--- src/rtl/beeth9_pkg.sv ---
// Shared Beeth9 definitions: instruction memory geometry and the loader state encoding.
package beeth9_pkg;

    localparam int ADDR_W  = 8;
    localparam int INSTR_W = 9;

    typedef enum logic [2:0] {
        S_COUNT,
        S_BASE,
        S_LO,
        S_HI,
        S_WRITE,
        S_CSUM,
        S_LAUNCH,
        S_RUN
    } loader_state_t;

    // States in which the loader takes a byte from the host.
    function automatic logic rxReadyIn(loader_state_t s);
        return s inside {S_COUNT, S_BASE, S_LO, S_HI, S_CSUM};
    endfunction

endpackage

--- src/rtl/instr_loader_if.sv ---
// Loader bundle: host byte stream, instruction memory write port and core start/done control.
interface instr_loader_if;
    import beeth9_pkg::*;

    logic [7:0]         Rx_Data;
    logic               Rx_Valid;
    logic               Rx_Ready;
    logic               IMem_WrEn;
    logic [ADDR_W-1:0]  IMem_WrAddr;
    logic [INSTR_W-1:0] IMem_WrData;
    logic               Start;
    logic [ADDR_W-1:0]  Start_Addr;
    logic               Core_Done;
    logic               Busy;
    logic               Err;

    // Loader side.
    modport master (
        input  Rx_Data, Rx_Valid, Core_Done,
        output Rx_Ready, IMem_WrEn, IMem_WrAddr, IMem_WrData,
               Start, Start_Addr, Busy, Err
    );

    // Host / memory / core side.
    modport slave (
        output Rx_Data, Rx_Valid, Core_Done,
        input  Rx_Ready, IMem_WrEn, IMem_WrAddr, IMem_WrData,
               Start, Start_Addr, Busy, Err
    );

endinterface

--- src/rtl/instr_loader.sv ---
// Beeth9 instruction loader: packs host byte pairs into 9-bit words, writes the ROM, then launches the core.
// Optional trailing-XOR stream check is enabled by defining CHECKSUM_EN.
module instr_loader
    import beeth9_pkg::*;
#(
    parameter int START_CYCLES = 2
) (
    input  logic           CLK,
    input  logic           Reset_n,
    instr_loader_if.master bus
);

    localparam int CNT_W = (START_CYCLES > 1) ? $clog2(START_CYCLES) : 1;
`ifdef CHECKSUM_EN
    localparam loader_state_t AFTER_LOAD = S_CSUM;
`else
    localparam loader_state_t AFTER_LOAD = S_LAUNCH;
`endif

    loader_state_t     state, nextState;
    logic              accept;
    logic [7:0]        remaining;
    logic [7:0]        loByte;
    logic [ADDR_W-1:0] addr;
    logic [CNT_W-1:0]  startCnt;

    assign accept = bus.Rx_Valid && bus.Rx_Ready;

`ifdef CHECKSUM_EN
    logic [7:0] csum;
    logic       csumOk;

    assign csumOk = (csum == bus.Rx_Data);
`endif

    // NOTE: nextState gets its default before the case so no path leaves it unassigned (no latch).
    always_comb begin
        nextState = state;
        case (state)
            S_COUNT:  if (accept) nextState = S_BASE;
            S_BASE:   if (accept) nextState = (remaining != 8'd0) ? S_LO : AFTER_LOAD;
            S_LO:     if (accept) nextState = S_HI;
            S_HI:     if (accept) nextState = S_WRITE;
            S_WRITE:  nextState = (remaining == 8'd1) ? AFTER_LOAD : S_LO;
`ifdef CHECKSUM_EN
            S_CSUM:   if (accept) nextState = csumOk ? S_LAUNCH : S_COUNT;
`endif
            S_LAUNCH: if (startCnt == '0) nextState = S_RUN;
            S_RUN:    if (bus.Core_Done) nextState = S_COUNT;
            default:  nextState = S_COUNT;
        endcase
    end

    // NOTE: all sequential state uses non-blocking assignments so every register samples pre-edge values.
    always_ff @(posedge CLK or negedge Reset_n) begin
        if (!Reset_n) state <= S_COUNT;
        else          state <= nextState;
    end

    // Status outputs are registered from nextState so they line up with the state they describe.
    always_ff @(posedge CLK or negedge Reset_n) begin
        if (!Reset_n) begin
            bus.Rx_Ready    <= 1'b1;
            bus.IMem_WrEn   <= 1'b0;
            bus.IMem_WrAddr <= '0;
            bus.IMem_WrData <= '0;
            bus.Start       <= 1'b1;
            bus.Start_Addr  <= '0;
            bus.Busy        <= 1'b0;
            remaining       <= '0;
            loByte          <= '0;
            addr            <= '0;
            startCnt        <= '0;
        end else begin
            bus.Rx_Ready  <= rxReadyIn(nextState);
            bus.Busy      <= (nextState != S_COUNT);
            bus.Start     <= (nextState != S_RUN);
            bus.IMem_WrEn <= 1'b0;

            case (state)
                S_COUNT: if (accept) remaining <= bus.Rx_Data;
                S_BASE: if (accept) begin
                    bus.Start_Addr <= bus.Rx_Data;
                    addr           <= bus.Rx_Data;
                end
                S_LO: if (accept) loByte <= bus.Rx_Data;
                S_HI: if (accept) begin
                    bus.IMem_WrData <= {bus.Rx_Data[0], loByte};
                    bus.IMem_WrAddr <= addr;
                    bus.IMem_WrEn   <= 1'b1;
                end
                S_WRITE: begin
                    addr      <= addr + 1'b1;
                    remaining <= remaining - 1'b1;
                end
                S_LAUNCH: if (startCnt != '0) startCnt <= startCnt - 1'b1;
                default: ;
            endcase

            // Arm the hold counter on entry so Start stays high for exactly START_CYCLES launch cycles.
            if (nextState == S_LAUNCH && state != S_LAUNCH)
                startCnt <= CNT_W'(START_CYCLES - 1);
        end
    end

`ifdef CHECKSUM_EN
    // Running XOR restarts on the COUNT byte; Err is re-evaluated on every checksum byte.
    always_ff @(posedge CLK or negedge Reset_n) begin
        if (!Reset_n) begin
            csum    <= '0;
            bus.Err <= 1'b0;
        end else if (accept) begin
            csum <= (state == S_COUNT) ? bus.Rx_Data : (csum ^ bus.Rx_Data);
            if (state == S_CSUM) bus.Err <= !csumOk;
        end
    end
`else
    assign bus.Err = 1'b0;
`endif

endmodule

--- src/flat_wrapper.sv ---
// flat-port wrapper written by rule: the top's interface ports become plain ports
module instr_loader_flat import beeth9_pkg::*;
#(
    parameter int START_CYCLES = 2
)
  (CLK, Reset_n, bus_Rx_Data, bus_Rx_Valid, bus_Core_Done, bus_Rx_Ready, bus_IMem_WrEn, bus_IMem_WrAddr, bus_IMem_WrData, bus_Start, bus_Start_Addr, bus_Busy, bus_Err);
  instr_loader_if bus_i ();
  input  logic CLK;
  input  logic Reset_n;
  input wire logic [$bits(bus_i.Rx_Data)-1:0] bus_Rx_Data;
  input wire logic [$bits(bus_i.Rx_Valid)-1:0] bus_Rx_Valid;
  input wire logic [$bits(bus_i.Core_Done)-1:0] bus_Core_Done;
  output wire logic [$bits(bus_i.Rx_Ready)-1:0] bus_Rx_Ready;
  output wire logic [$bits(bus_i.IMem_WrEn)-1:0] bus_IMem_WrEn;
  output wire logic [$bits(bus_i.IMem_WrAddr)-1:0] bus_IMem_WrAddr;
  output wire logic [$bits(bus_i.IMem_WrData)-1:0] bus_IMem_WrData;
  output wire logic [$bits(bus_i.Start)-1:0] bus_Start;
  output wire logic [$bits(bus_i.Start_Addr)-1:0] bus_Start_Addr;
  output wire logic [$bits(bus_i.Busy)-1:0] bus_Busy;
  output wire logic [$bits(bus_i.Err)-1:0] bus_Err;
  assign bus_i.Rx_Data = bus_Rx_Data;
  assign bus_i.Rx_Valid = bus_Rx_Valid;
  assign bus_i.Core_Done = bus_Core_Done;
  assign bus_Rx_Ready = bus_i.Rx_Ready;
  assign bus_IMem_WrEn = bus_i.IMem_WrEn;
  assign bus_IMem_WrAddr = bus_i.IMem_WrAddr;
  assign bus_IMem_WrData = bus_i.IMem_WrData;
  assign bus_Start = bus_i.Start;
  assign bus_Start_Addr = bus_i.Start_Addr;
  assign bus_Busy = bus_i.Busy;
  assign bus_Err = bus_i.Err;
  instr_loader #(.START_CYCLES(START_CYCLES)) u_core (.CLK(CLK), .Reset_n(Reset_n), .bus(bus_i));
endmodule
--- config.mk ---
export PLATFORM = sky130hd
export DESIGN_NAME = instr_loader_flat
export DESIGN_NICKNAME = d
export VERILOG_FILES = /design/src/rtl/beeth9_pkg.sv /design/src/rtl/instr_loader_if.sv /design/src/rtl/instr_loader.sv /design/src/flat_wrapper.sv
export SDC_FILE = /design/constraint.sdc
export NUM_CORES = 1
export LEC_CHECK = 0
export BUFFER_PORTS_ARGS = -buffer_cell sky130_fd_sc_hd__buf_2
export CAP_MARGIN = 25
export CELL_PAD_IN_SITES_DETAIL_PLACEMENT = 1
export CELL_PAD_IN_SITES_GLOBAL_PLACEMENT = 1
export CORE_MARGIN = 2
export CORE_UTILIZATION = 39
export DETAILED_ROUTE_END_ITERATION = 12
export PLACE_DENSITY_LB_ADDON = 0.12
export SYNTH_ARGS = -nofsm -noshare
export SYNTH_HDL_FRONTEND = slang
export SYNTH_SLANG_ARGS = --single-unit
--- constraint.sdc ---
create_clock -name CLK -period 1.75 [get_ports CLK]
set_input_delay 0.175 -clock CLK [delete_from_list [all_inputs] [get_ports CLK]]
set_output_delay 0.175 -clock CLK [all_outputs]
set_load 0.005 [all_outputs]
==> impl_metrics.json <==
{
  "outcome": "finished, final reports clean",
  "clockRootBuffer": "sky130_fd_sc_hd__clkbuf_8",
  "yosys_most_used_dff": "sky130_fd_sc_hd__dfrtp_1",
  "antenna-diode-count": 0,
  "timing.setup.critical_path_class": "reg -> reg",
  "synth_unique_cells": 50,
  "grt_pass1_wl_um": 11090,
  "synthCells": 239,
  "worst_r2r_path_depth": 5,
  "worstPathRequired_ps": 1970,
  "post-cts-setup-buffers": 0,
  "synth-edff-count": 0,
  "multi_input_area_um2": 1092,
  "postSynthNetCount": 255,
  "finalHoldViolCount": 0,
  "clkSinkCount": 57,
  "number_of_global_route_vias_before_repair": 2132,
  "clock_insertion_delay_worst_skew_ps": 340,
  "drv_slew": 0,
  "grt-ovfl-total": 0,
  "crit-reg2reg-launch": "u_core.state[0]",
  "fp.dieH_um": 85.73,
  "fin_tns_setup_ps": 0,
  "timing.critical_path.from_type": "flip-flop",
  "cts-root-to-sink-buffers": 2,
  "detail_route.wirelength_um": 6600,
  "dr_total_vias": 2077,
  "fmaxAchievable_mhz": 602.4,
  "mostFrequentLayoutCell": "sky130_fd_sc_hd__dfrtp_1",
  "final.min_clock_period_ps": 1660,
  "routed_length_per_instance_um": 17.37,
  "route.detailed.vias_per_inst": 5.466,
  "syn_avg_cell_area_um2": 10.90,
  "worstHoldPathType": "in -> reg",
  "fillCellCount": 720,
  "htree_levels": 3,
  "design.core.area_um2": 6422,
  "synth_area_um2": 2605,
  "initial_core_util_pct": 40.56,
  "cp-startpoint": "u_core.state[0]",
  "synth_seq_area_share_pct": 54.85,
  "proportion_of_layout_cells_with_a_drive_suffix_above_1_pct": 36.30,
  "worstSetupEndpointType": "flip-flop",
  "gp_congestion": 0.8571,
  "grt_max_degree": 58,
  "timing.critical_path.to": "u_core.bus.IMem_WrData[2]",
  "final_net_count": 314,
  "period_share_pct": 94.86,
  "critical_path_arrival_ps": 1880,
  "grt_util_all_layers_pct": 19.91,
  "layout_common_cells": "sky130_fd_sc_hd__dfrtp_1 (55), sky130_fd_sc_hd__buf_2 (40), sky130_fd_sc_hd__nand2_1 (36)",
  "detailedPlacementHpwl_um": 4645,
  "rows": 29,
  "io_pins": 42,
  "grt_setup_unrepaired": "false",
  "die_width_um": 85.73,
  "power_density_nw_per_um2": 1875,
  "port_buffers": 40,
  "r2r_setup_slack_ps": 90,
  "grt_antenna_before_repair": 0,
  "starting_drt_drc_count": 64,
  "finalPower_mw": 6.047,
  "worstPathMaxFanout": 18,
  "number_of_cts_inserted_buffers": 9,
  "detail_route.drc_violations": 0,
  "p_leak_nw": 1.480,
  "die_area_um2": 7350,
  "cts.reportedPaths.clkPinSlew_ps": 70,
  "finClkSkew_ps": 6.757,
  "antenna_violating_nets_post_route": 0,
  "setup_violations": 0,
  "ys_warn_count": 0,
  "drt_pre_antenna_iters": 6,
  "sequential_cell_area_um2": 1429,
  "synth_async_sr_flop_share_pct": 100.0,
  "cap_viol_max_count": 0,
  "timing.rr.end": "u_core.bus.IMem_WrData[2]",
  "ir_worst_vdd_mv": 0.7867,
  "area.growth.synth_to_final_pct": 23.82,
  "synth.ff_latch_count": 57,
  "cts_tree": "yes"
}
layout make-up:
class / instances / share of cell area, %
tap: 77 / 2.987
sequential: 57 / 44.30
inverter: 9 / 1.047
multi-input combinational: 161 / 33.86
timing repair buffer: 60 / 11.71
clock inverter: 5 / 1.707
clock buffer: 11 / 4.383
timing repair:
item                                   in CTS  in global routing
endpoints found under the hold margin      55                  0
hold buffers                                1                  0
gates resized for setup                     0                  3
setup endpoints to repair                   0                  8
cells in the mapped netlist, drive strengths merged, types with 2 or more instances:
cell	number	area, µm²
mux2i	2	20.02
inv	9	33.78
dfstp	2	52.55
nor4	3	40.04
clkbuf	6	22.52
a32oi	3	26.28
a22oi	2	15.01
nand2b	3	18.77
o211ai	4	30.03
dfrtp	55	1376
o21ai	15	78.82
nand2	36	135.1
mux2	25	281.5
nor2	12	47.55
or4	2	15.01
a21oi	10	50.05
nor3	12	70.07
ha	4	50.05
nand3	6	30.03
buf	6	37.53
a21o	2	15.01
flip-flops by register name, indices dropped and copies added (netlist names):
signal                  cells
u_core.bus.Start_Addr       8
u_core.addr                 8
u_core.bus.IMem_WrData      9
u_core.startCnt             1
u_core.bus.Busy             1
u_core.bus.Rx_Ready         1
u_core.bus.Start            1
u_core.bus.IMem_WrAddr      8
u_core.state                3
u_core.bus.IMem_WrEn        1
u_core.loByte               8
u_core.remaining            8
power by group:
part	internal [mW]	switching [mW]	total, mW
Clock	0.691	0.537	1.23
Sequential	1.97	0.437	2.40
Combinational	1.19	1.23	2.42
Total	3.84	2.20	6.05
layer usage:
| layer | global-route usage, % | part of all wire [%] | vias to the layer above |
|---|---|---|---|
| li1 | - | - | 965 |
| met1 | 26.55 | 46 | 1054 |
| met2 | 30.89 | 48 | 43 |
| met3 | 4.235 | 3.3 | 15 |
| met4 | 9.812 | 2.6 | 0 |
| met5 | 0 | 0 | - |
critical path, cell delays in order, from the launching register on:
cell and delay (ps):
sky130_fd_sc_hd__dfrtp_1 340, sky130_fd_sc_hd__buf_4 210, sky130_fd_sc_hd__nand2b_1 230, sky130_fd_sc_hd__nor2_2 210
sky130_fd_sc_hd__buf_12 190, sky130_fd_sc_hd__mux2_2 360
logic make-up (layout without fill, tap and decap cells):
logic type	count (synthesis)	in the layout	synth area share, %
multiplexers	27	27	11.58
flip-flops	57	57	54.85
other	1	1	0.1440
adder cells (fa/ha/maj)	4	4	1.921
AO/OA/AOI/OAI	48	48	12.15
buffers and inverters	21	85	3.602
XOR/XNOR	2	2	0.6726
AND/OR/NAND/NOR	79	79	15.08
worst min-delay path by stage:
stage	from	endpoint	slack [ps]	cells past startpoint
CTS	bus_Rx_Data[6]	u_core.bus.Start_Addr[6]	90	3
global route	bus_Rx_Data[6]	u_core.bus.Start_Addr[6]	110	3
floorplan	Reset_n	u_core.addr[0]	-120	0
detailed placement	Reset_n	u_core.bus.Busy	200	2
finish	bus_Rx_Data[6]	u_core.bus.Start_Addr[6]	100	3
global placement	Reset_n	u_core.bus.Busy	210	2
stage by stage:
stage	hold slack [ps]	util (%)	instance area, µm²	worst slack (ps)	instances
6_report	98.64	50.22	3226	89.93	380
5_1_grt	114.8	50.22	3226	14.12	380
4_1_cts	94.96	50.07	3216	37.64	380
3_5_place_dp	199.2	46.85	3009	41.79	363
3_3_place_gp	206.6	46.85	3009	80.54	363
2_1_floorplan	-120.6	-	2605	71.77	239
No activity file was read; power rests on OpenSTA's default activity.
